[src/rtl/vga_pkg.sv]
// Display geometry and VRAM word format shared by display_timing and vram_scheduler.
// Every block that walks the frame imports these constants.
package vga_pkg;

   localparam int H_ACTIVE       = 640;
   localparam int V_ACTIVE       = 480;
   localparam int V_TOTAL        = 525;
   localparam int PIX_W          = 4;
   localparam int DATA_W         = 16;
   localparam int ADDR_W         = 17;
   localparam int PPW            = DATA_W / PIX_W;
   localparam int WORDS_PER_LINE = H_ACTIVE / PPW;
   localparam int FIFO_DEPTH     = 4;

   // Line that follows y, wrapping at the last line of the frame.
   function automatic logic [9:0] next_line(input logic [9:0] y, input logic [9:0] last_line);
      next_line = (y == last_line) ? 10'd0 : y + 10'd1;
   endfunction

endpackage

[src/rtl/pix_fifo.sv]
// Synchronous prefetch FIFO with first-word-fall-through head and a flush input.
// A pop and a push in the same cycle leave the occupancy unchanged.
module pix_fifo
   import vga_pkg::*;
#(
   parameter int DEPTH = FIFO_DEPTH,
   parameter int WIDTH = DATA_W
)(
   input  logic                         clk,
   input  logic                         rst,
   input  logic                         flush,
   input  logic                         push,
   input  logic [WIDTH-1:0]             din,
   input  logic                         pop,
   output logic [WIDTH-1:0]             head,
   output logic [$clog2(DEPTH+1)-1:0]   occ,
   output logic                         empty
);

   localparam int PTR_W = (DEPTH > 1) ? $clog2(DEPTH) : 1;
   localparam int OCC_W = $clog2(DEPTH + 1);
   localparam logic [OCC_W-1:0] OCC_FULL = OCC_W'(DEPTH);
   localparam logic [PTR_W-1:0] PTR_LAST = PTR_W'(DEPTH - 1);

   logic [WIDTH-1:0] r_mem [DEPTH];
   logic [PTR_W-1:0] r_wr_ptr;
   logic [PTR_W-1:0] r_rd_ptr;
   logic [OCC_W-1:0] r_occ;
   logic             w_do_pop;
   logic             w_do_push;

   // A push into a full FIFO is only taken when the head leaves in the same cycle.
   assign w_do_pop  = pop && (r_occ != '0);
   assign w_do_push = push && ((r_occ != OCC_FULL) || w_do_pop);

   always_ff @(posedge clk) begin
      if (rst || flush) begin
         r_wr_ptr <= '0;
         r_rd_ptr <= '0;
         r_occ    <= '0;
      end else begin
         if (w_do_push) r_wr_ptr <= (r_wr_ptr == PTR_LAST) ? '0 : r_wr_ptr + 1'b1;
         if (w_do_pop)  r_rd_ptr <= (r_rd_ptr == PTR_LAST) ? '0 : r_rd_ptr + 1'b1;
         case ({w_do_push, w_do_pop})
            2'b10:   r_occ <= r_occ + 1'b1;
            2'b01:   r_occ <= r_occ - 1'b1;
            default: r_occ <= r_occ;
         endcase
      end
   end

   always_ff @(posedge clk) begin
      if (w_do_push && !rst && !flush) r_mem[r_wr_ptr] <= din;
   end

   assign head  = r_mem[r_rd_ptr];
   assign occ   = r_occ;
   assign empty = (r_occ == '0);

endmodule

[src/rtl/vram_scheduler.sv]
// Shares the single-port VRAM between the line prefetcher and host writes; fetches are
// urgent below two buffered words. Define VRAM_SCHED_UFLOW_CNT_EN to add uflow_count.
module vram_scheduler #(
   parameter int H_ACTIVE   = vga_pkg::H_ACTIVE,
   parameter int V_ACTIVE   = vga_pkg::V_ACTIVE,
   parameter int V_TOTAL    = vga_pkg::V_TOTAL,
   parameter int PIX_W      = vga_pkg::PIX_W,
   parameter int DATA_W     = vga_pkg::DATA_W,
   parameter int ADDR_W     = vga_pkg::ADDR_W,
   parameter int FIFO_DEPTH = vga_pkg::FIFO_DEPTH
)(
   input  logic              clk,
   input  logic              rst,
   input  logic              enable,
   input  logic [9:0]        sx,
   input  logic [9:0]        sy,
   input  logic              wr_valid,
   output logic              wr_ready,
   input  logic [ADDR_W-1:0] wr_addr,
   input  logic [DATA_W-1:0] wr_data,
   output logic              mem_en,
   output logic              mem_we,
   output logic [ADDR_W-1:0] mem_addr,
   output logic [DATA_W-1:0] mem_wdata,
   input  logic [DATA_W-1:0] mem_rdata,
   output logic [PIX_W-1:0]  pixel,
   output logic              underflow
`ifdef VRAM_SCHED_UFLOW_CNT_EN
   ,
   output logic [15:0]       uflow_count
`endif
);

   localparam int L_PPW   = DATA_W / PIX_W;
   localparam int L_WPL   = H_ACTIVE / L_PPW;
   localparam int WL_W    = $clog2(L_WPL + 1);
   localparam int OCC_W   = $clog2(FIFO_DEPTH + 1);
   localparam int LVL_W   = OCC_W + 1;
   localparam int SEL_W   = $clog2(L_PPW);

   localparam logic [9:0]        SX_END    = 10'(H_ACTIVE);
   localparam logic [9:0]        SY_END    = 10'(V_ACTIVE);
   localparam logic [9:0]        SY_LAST   = 10'(V_TOTAL - 1);
   localparam logic [LVL_W-1:0]  LVL_DEPTH = LVL_W'(FIFO_DEPTH);
   localparam logic [LVL_W-1:0]  LVL_LOW   = LVL_W'(2);
   localparam logic [ADDR_W-1:0] WPL_A     = ADDR_W'(L_WPL);
   localparam logic [WL_W-1:0]   WPL_W     = WL_W'(L_WPL);

   logic [ADDR_W-1:0] r_fetch_addr;
   logic [WL_W-1:0]   r_words_left;
   logic              r_inflight;

   logic [OCC_W-1:0]  w_occ;
   logic              w_empty;
   logic [DATA_W-1:0] w_head;
   logic [9:0]        w_ny;
   logic              w_arm;
   logic [LVL_W-1:0]  w_level;
   logic              w_can_fetch;
   logic              w_urgent;
   logic              w_do_fetch;
   logic              w_do_write;
   logic              w_active_px;
   logic              w_pop;
   logic              w_push;
   logic              w_flush;
   logic [SEL_W-1:0]  w_sel;

   always_comb begin
      w_ny        = vga_pkg::next_line(sy, SY_LAST);
      w_arm       = enable && (sx == SX_END) && (w_ny < SY_END);
      w_level     = LVL_W'(w_occ) + LVL_W'(r_inflight);
      // No fetch on an arm cycle: its data would land in the FIFO being flushed.
      w_can_fetch = !rst && !w_arm && (r_words_left != '0) && (w_level < LVL_DEPTH);
      w_urgent    = w_can_fetch && (w_level < LVL_LOW);
      w_do_fetch  = w_urgent || (w_can_fetch && !wr_valid);
      w_do_write  = !rst && !w_urgent && wr_valid;
   end

   assign wr_ready  = !w_urgent;
   assign mem_en    = w_do_fetch || w_do_write;
   assign mem_we    = w_do_write;
   assign mem_addr  = w_do_write ? wr_addr : (w_do_fetch ? r_fetch_addr : '0);
   assign mem_wdata = w_do_write ? wr_data : '0;

   always_ff @(posedge clk) begin
      if (rst) begin
         r_fetch_addr <= '0;
         r_words_left <= '0;
         r_inflight   <= 1'b0;
      end else if (w_arm) begin
         r_fetch_addr <= ADDR_W'(w_ny) * WPL_A;
         r_words_left <= WPL_W;
         r_inflight   <= 1'b0;
      end else begin
         r_inflight <= w_do_fetch;
         if (w_do_fetch) begin
            r_fetch_addr <= r_fetch_addr + 1'b1;
            r_words_left <= r_words_left - 1'b1;
         end
      end
   end

   assign w_active_px = enable && (sx < SX_END) && (sy < SY_END);
   assign w_sel       = sx[SEL_W-1:0];
   assign w_pop       = w_active_px && !w_empty && (w_sel == '1);
   assign w_push      = r_inflight && !w_arm;
   assign w_flush     = w_arm;

   pix_fifo #(
      .DEPTH (FIFO_DEPTH),
      .WIDTH (DATA_W)
   ) u_fifo (
      .clk   (clk),
      .rst   (rst),
      .flush (w_flush),
      .push  (w_push),
      .din   (mem_rdata),
      .pop   (w_pop),
      .head  (w_head),
      .occ   (w_occ),
      .empty (w_empty)
   );

   // Pixel 0 of a word sits in the least significant bits.
   always_ff @(posedge clk) begin
      if (rst) begin
         pixel     <= '0;
         underflow <= 1'b0;
      end else if (enable) begin
         if (w_active_px) begin
            if (w_empty) begin
               pixel     <= '0;
               underflow <= 1'b1;
            end else begin
               pixel <= w_head[int'(w_sel) * PIX_W +: PIX_W];
            end
         end else begin
            pixel <= '0;
         end
      end
   end

`ifdef VRAM_SCHED_UFLOW_CNT_EN
   always_ff @(posedge clk) begin
      if (rst) begin
         uflow_count <= '0;
      end else if (w_active_px && w_empty && (uflow_count != 16'hFFFF)) begin
         uflow_count <= uflow_count + 16'd1;
      end
   end
`endif

endmodule
[config.mk]
export PLATFORM = sky130hd
export DESIGN_NAME = vram_scheduler
export DESIGN_NICKNAME = d
export VERILOG_FILES = /design/src/rtl/vga_pkg.sv /design/src/rtl/pix_fifo.sv /design/src/rtl/vram_scheduler.sv
export SDC_FILE = /design/constraint.sdc
export NUM_CORES = 1
export LEC_CHECK = 0
export BUFFER_PORTS_ARGS = -buffer_cell sky130_fd_sc_hd__buf_2
export CAP_MARGIN = 20
export CORE_ASPECT_RATIO = 2
export CORE_MARGIN = 2
export CORE_UTILIZATION = 35
export DETAILED_ROUTE_END_ITERATION = 8
export PLACE_DENSITY_LB_ADDON = 0.08
export SYNTH_ARGS = -nofsm -noshare
export SYNTH_HDL_FRONTEND = slang
export SYNTH_SLANG_ARGS = --single-unit
[constraint.sdc]
create_clock -name clk -period 4.16 [get_ports clk]
set_input_delay 0 -clock clk [delete_from_list [all_inputs] [get_ports clk]]
set_output_delay 0 -clock clk [all_outputs]
set_load 0.005 [all_outputs]
After elaboration in Yosys (flattened, before gate mapping)
Memories as Yosys holds them, arrays and structs flattened. A register that Yosys moved wholly into a read port is not among the register bits.
Cells that the tools add are included.
W data, S select, Z words.
Storage, ports and cells
  memories: 1
  output and inout bits: 41
  word-level logic and storage cells: 85
  bits of input ports: 73
  bits in writable memories: 64
  register bits: 38
Operators by class
  shift-type cells: 1
  muxes and demuxes: 17
  eq/ne operators: 8
  reductions and logical operators: 34
  add/sub/neg operators: 8
  $lt $le $gt $ge: 5
  multiply operators: 1
Memories
  u_fifo.r_mem: depth 4, bits a word 16, read ports 1, clocked after memory_dff 1, write ports 1, RTL line pix_fifo.sv:25  | logic [WIDTH-1:0] r_mem [DEPTH];
Operator list (count)
  $mux W17: 4
  $eq A10 B10 Y1 const B: 2
  $lt A10 B9 Y1 const B: 2
  $logic_and A1 B1 Y1: 18
  $add A17 B1 Y17 const B: 1
  $mux W16: 1
  $mux W8: 2
  $shiftx A16 B5 Y4: 1
  $mul A10 B3 Y12 const B: 1
  $add A10 B1 Y10 const B: 1
  $lt A10 B10 Y1 const B: 1
  $mux W10: 1
  $eq A2 B2 Y1 const B: 4
  $mux W2: 4
  $mux W4: 2
  $reduce_bool A8 Y1: 1
  $sub A8 B1 Y8 const B: 1
  $pmux W3 S2: 1
  $logic_not A1 Y1: 5
  $add A2 B1 Y2 const B: 2
  $add A3 B1 Y4: 1
  $logic_or A1 B1 Y1: 4
  $lt A4 B2 Y1 const B: 1
  $lt A4 B3 Y1 const B: 1
  other kinds (10): 12

Longest topological paths before layout
  depth in word-level cells: 13
  gate-level depth with buffers: 15
  gate-level depth less buffers: 15

Modules after synthesis
A second synthesis with hierarchy kept.
Unflattened totals
  cells, all modules: 467
  area total of the unflattened synthesis: 5537.8 µm²
By module, submodules not included
  pix_fifo: instances 1, area an instance 2867.8 µm², cells each 143, seq. area each 2102.0 µm²
  vram_scheduler: instances 1, area an instance 2670.1 µm², cells each 324, seq. area each 620.6 µm²

Worst setup path before layout
No wires, ideal clock.
  path type: input to register
  start: in sy[5]
  end: reg r_fetch_addr[16]
  buffers on the path: 1
  setup slack: 1.261 ns
  data arrival time: 2.767 ns
  stages on the path: 14
  setup time: 0.132 ns
  data required time: 4.028 ns
  path through: buf_2 or4_1 nor3_1 nor2_1 ha_1 ha_1 inv_1 fa_1 nor2b_1 o31a_1 o31a_1 o21a_1 o21ai_0 a21oi_1
On the way
  word-level cells in the longest chain between the ends: 11
  elaborated cells between the ends (all ways): 15
  classes of those cells: add/sub: 1; mul: 1; order compare: 1; eq/ne: 1; mux: 2; reduce/logical: 9
Ends and longest elaborated chain
  start, declared: RTL line vram_scheduler.sv:16  | input logic [9:0] sy,
  $add A10 B1 Y10 / $eq A10 B10 Y1 (equally long branches): RTL line vga_pkg.sv:17  | next_line = (y == last_line) ? 10'd0 : y + 10'd1;
  $mux W10 (*): RTL line vga_pkg.sv:17
  parallel branches: the longest is 9 deep, another holds $mul A10 B3 Y12
  end signal, assigned: RTL line vram_scheduler.sv:92  | r_fetch_addr <= ADDR_W'(w_ny) * WPL_A;
  end signal, assigned: RTL line vram_scheduler.sv:98  | r_fetch_addr <= r_fetch_addr + 1'b1;
  end, declared: RTL line vram_scheduler.sv:49  | logic [ADDR_W-1:0] r_fetch_addr;
Mark *: on every way between the ends.
A chain may end at the register's enable or synchronous reset.

Final worst setup path
  start: reg r_words_left[2]
  end: out mem_addr[4]
On the way
  word-level cells in the longest chain between the ends: 8
  elaborated cells between the ends (all ways): 11
  classes of those cells: mux: 2; reduce/logical: 9
Ends and longest elaborated chain
  start, declared: RTL line vram_scheduler.sv:50  | logic [WL_W-1:0] r_words_left;
  start signal, assigned: RTL line vram_scheduler.sv:99  | r_words_left <= r_words_left - 1'b1;
  $reduce_bool A8 Y1 (*): RTL line vram_scheduler.sv:74  | w_can_fetch = !rst && !w_arm && (r_words_left != '0) && (w_level < LVL_DEPTH);
  $logic_and A1 B1 Y1 (*) (2 in a row): RTL line vram_scheduler.sv:74
  $logic_and A1 B1 Y1: RTL line vram_scheduler.sv:75  | w_urgent = w_can_fetch && (w_level < LVL_LOW);
  $logic_not A1 Y1: RTL line vram_scheduler.sv:77  | w_do_write = !rst && !w_urgent && wr_valid;
  $logic_and A1 B1 Y1 (2 in a row): RTL line vram_scheduler.sv:77
  $mux W17 (*): RTL line vram_scheduler.sv:83  | assign mem_addr = w_do_write ? wr_addr : (w_do_fetch ? r_fetch_addr : '0);
  end, declared: RTL line vram_scheduler.sv:23  | output logic [ADDR_W-1:0] mem_addr,
Every way passes the cells marked *; elsewhere a longest branch is shown, timed or not.

==> run summary <==
post-synthesis mux area share = 9.39%
fin util = 43.8%
Yosys warnings = 0
reg2reg start = r_inflight
setup tns final = 0 ns
fmax = 345 MHz
Distinct cells, synth = 53
CTS Buf Count = 9
drt wl/cell = 16.4 µm
Multi-input gate area = 2540 µm²
first-pass GRT wire length = 20200 µm
Root Buffer = clkbuf_16
delay of the slowest critical-path stage = 0.62 ns
startpoint types = flip-flop
residual DRC count = 0
Total Routing Usage GR = 15.7%
Initial Util = 35.7%
hold buffers post-CTS = 16
CP arrival = 2.90 ns
overall via count from detail_route = 4029
busiest grt layer = met2
post-CTS setup buffers = 0
Row Count = 64
die width = 92.1 µm
Period minus WS final = 2.90 ns
Net Switching = 0.965 mW
RR Endpoint = r_fetch_addr[6]
RSZ-0062 raised after global routing = false
area grow syn2layout = 22.5%
crit path cell chain = nor4_1, and3_1, nor3_1, a21oi_4, a22o_1, buf_2
Hold Path Depth = 4
worst-case reg-to-reg path depth = 9
Comb power frac = 29.2%
largest net degree at the start of global routing = 36
Final ANT Viol Nets = 0
largest fanout on the critical path = 35
Hold/Removal Path Class = in2reg
Via-to-Cell Ratio = 5.12
Port Buffers = 113
Gate Count Post-Synth = 458
syn_nets = 560
register share of total power = 42.9%
Seq/Total Area, Yosys = 50.1%
Antenna Cells = 0
Die Area = 16600 µm²
Die Y = 180 µm
HP Start = enable
Setup Skew = 0.00903 ns
Setup crit end kind = primary output
Hold Path End = pixel[0]
Tcrit/Tclk final = 69.6%
Compound-Gate Fraction of Synth Area = 8.93%
CTS tree = built
slew at the pin closest to its max-slew limit = 0.868 ns
GPL Wtd Cong = 0.834
peak supply drop = 0.259 mV
Worst path depth = 6
placed wire-length estimate = 9800 µm
Internal Power = 2.05 mW
Async S/R FF share, synth = 0%
met3 Usage GRT = 2.97%
final hold violations = 0
CP top delay family = simple AND/OR/NAND/NOR gates
total core area = 15200 µm²
Clock Tree Buf Depth = 2
Pwr Density = 454 nW/µm²
Storage cell area = 2720 µm²
mean post-synth cell area = 11.9 µm²
H-tree depth reported by CTS = 3
Sw Share = 32.0%
ys flop type = edfxtp_1
total congestion overflow = 0
flop and latch count out of synthesis = 104
CP required = 4.16 ns
setup violators final = 0
cell area after synthesis = 5430 µm²
Worst-Skew Late Latency = 0.35 ns
Worst-path clk slew = 0.07 ns
Worst slew margin = 42.0%
CP max stage cell = a21oi_4
max cap viols = 0
post-CTS sizing = 0
combinational family with the most area after synthesis = simple AND/OR/NAND/NOR gates
I/O pin count = 114
clock share of power = 27.9%
buffers and inverters on the worst path = 1
initial antenna violation count = 0
Post-Synth Adder-Cell Area = 6.95%
simple-gate share of the synthesized area = 15.7%
# nets final = 686
clock sinks = 104
drt first pass iters = 4
met2 usage = 31.2%
vias in the first global route = 4025
share of post-route cells with drive strength above 1 = 27.8%
Tot Pwr = 3.02 mW
met1 GRT Util = 15.5%
fillcell total = 1457
kind of critical path = reg2out
setup slack, reg-to-reg = 1.69 ns
Leak = 2.66 nW
number of synthesized flops with an enable pin = 64
total routed wirelength = 12900 µm
status = finished clean
Slew Viols, Final = 0
XOR/XNOR share of the synthesized area = 5.64%
DRT iter0 DRCs = 136
## cell usage in the layout (no fill, tap or decap), types with 6 or more instances in the layout
cell and n:
nor3_1 9, and2_1 22, xnor2_1 9, buf_2 113, nand2_1 23, o21ai_0 12, a211oi_1 11, dfxtp_1 40
ha_1 27, dlygate4sd3_1 16, mux2i_1 6, xor2_1 26, edfxtp_1 64, mux4_2 20, a21oi_1 11, nor4_1 8
buf_4 7, nor2_1 40, nand4_1 12, clkbuf_16 9, a22o_1 17, inv_1 17, nand3_1 13
## state kept, by name (all words and copies together), names as in the netlist, named ones only
name and cells:
pixel 4, r_fetch_addr 17, r_inflight 1, r_words_left 8
u_fifo.occ 3, u_fifo.r_mem 64, u_fifo.r_rd_ptr 2, u_fifo.r_wr_ptr 2
underflow 1
## metal layers
metal,vias up,wire [µm]
li1,1967,-
met5,-,0
met4,0,206
met2,144,7300
met1,1906,4770
met3,12,654
## final cells by class
type	instances	share of cell area (%)
repair buffers	136	11.7
clock inverters	7	1.24
well taps	198	3.72
flip-flops and latches	104	40.9
clock buffers	9	3.38
inverters	17	0.959
multi-input cells	316	38.1
## cell usage after synthesis, drive strengths merged (9+ instances only)
| library cell | count | area, µm² |
|---|---|---|
| a21oi | 12 | 71.3 |
| nor3 | 10 | 55.1 |
| a211oi | 11 | 82.6 |
| inv | 17 | 63.8 |
| mux4 | 20 | 450 |
| o21ai | 13 | 65.1 |
| edfxtp | 64 | 1920 |
| xnor2 | 9 | 78.8 |
| dfxtp | 40 | 801 |
| ha | 27 | 338 |
| xor2 | 26 | 228 |
| a22o | 17 | 149 |
| clkbuf | 12 | 46.3 |
| nand4 | 12 | 75.1 |
| and2 | 22 | 138 |
| nand2 | 24 | 92.6 |
| nor2 | 40 | 150 |
| buf | 9 | 65.1 |
| nand3 | 13 | 65.1 |
## worst min-delay path, stage by stage
cell	delay (ns)
buf_2	0.13
nor2_1	0.09
nand2_1	0.07
o21ai_0	0.06
## power by group through the flow
stage / logic, mW / registers (mW) / clock network (mW)
after global routing: 0.994 / 1.31 / 0.913
after global placement: 0.871 / 1.32 / 0
final: 0.880 / 1.30 / 0.842
after CTS: 0.897 / 1.30 / 0.877
after detailed placement: 0.878 / 1.32 / 0
after floorplan: 0.635 / 1.30 / 0
## stage by stage
stage	hold WS [ns]	setup WS [ns]	cell area [µm²]	instances
after floorplan	0.0989	1.26	5430	458
after detailed placement	0.218	0.927	6190	755
after global routing	0.0756	1.03	6660	787
after global placement	0.211	0.988	6190	755
final	0.0546	1.26	6660	787
after CTS	0.0382	1.29	6660	787
## how the worst max path moves through the flow
| stage | endpoint | startpoint |
|---|---|---|
| finish | mem_addr[4] | r_words_left[2] |
| global route | r_fetch_addr[16] | sy[6] |
| CTS | mem_addr[14] | r_words_left[2] |
| detailed placement | r_fetch_addr[16] | sy[6] |
| global placement | r_fetch_addr[16] | sy[6] |
| floorplan | r_fetch_addr[16] | sy[5] |
## cell families (layout without fill, tap and decap cells)
group / count (synthesis) / in the layout
AO/OA/AOI/OAI: 68 / 68
AND/OR/NAND/NOR: 158 / 158
flip-flops: 104 / 104
adder cells (fa/ha/maj): 29 / 29
XOR/XNOR: 35 / 35
multiplexers: 26 / 26
buffers and inverters: 38 / 169
Note: power is estimated with default switching activity, not from simulation.
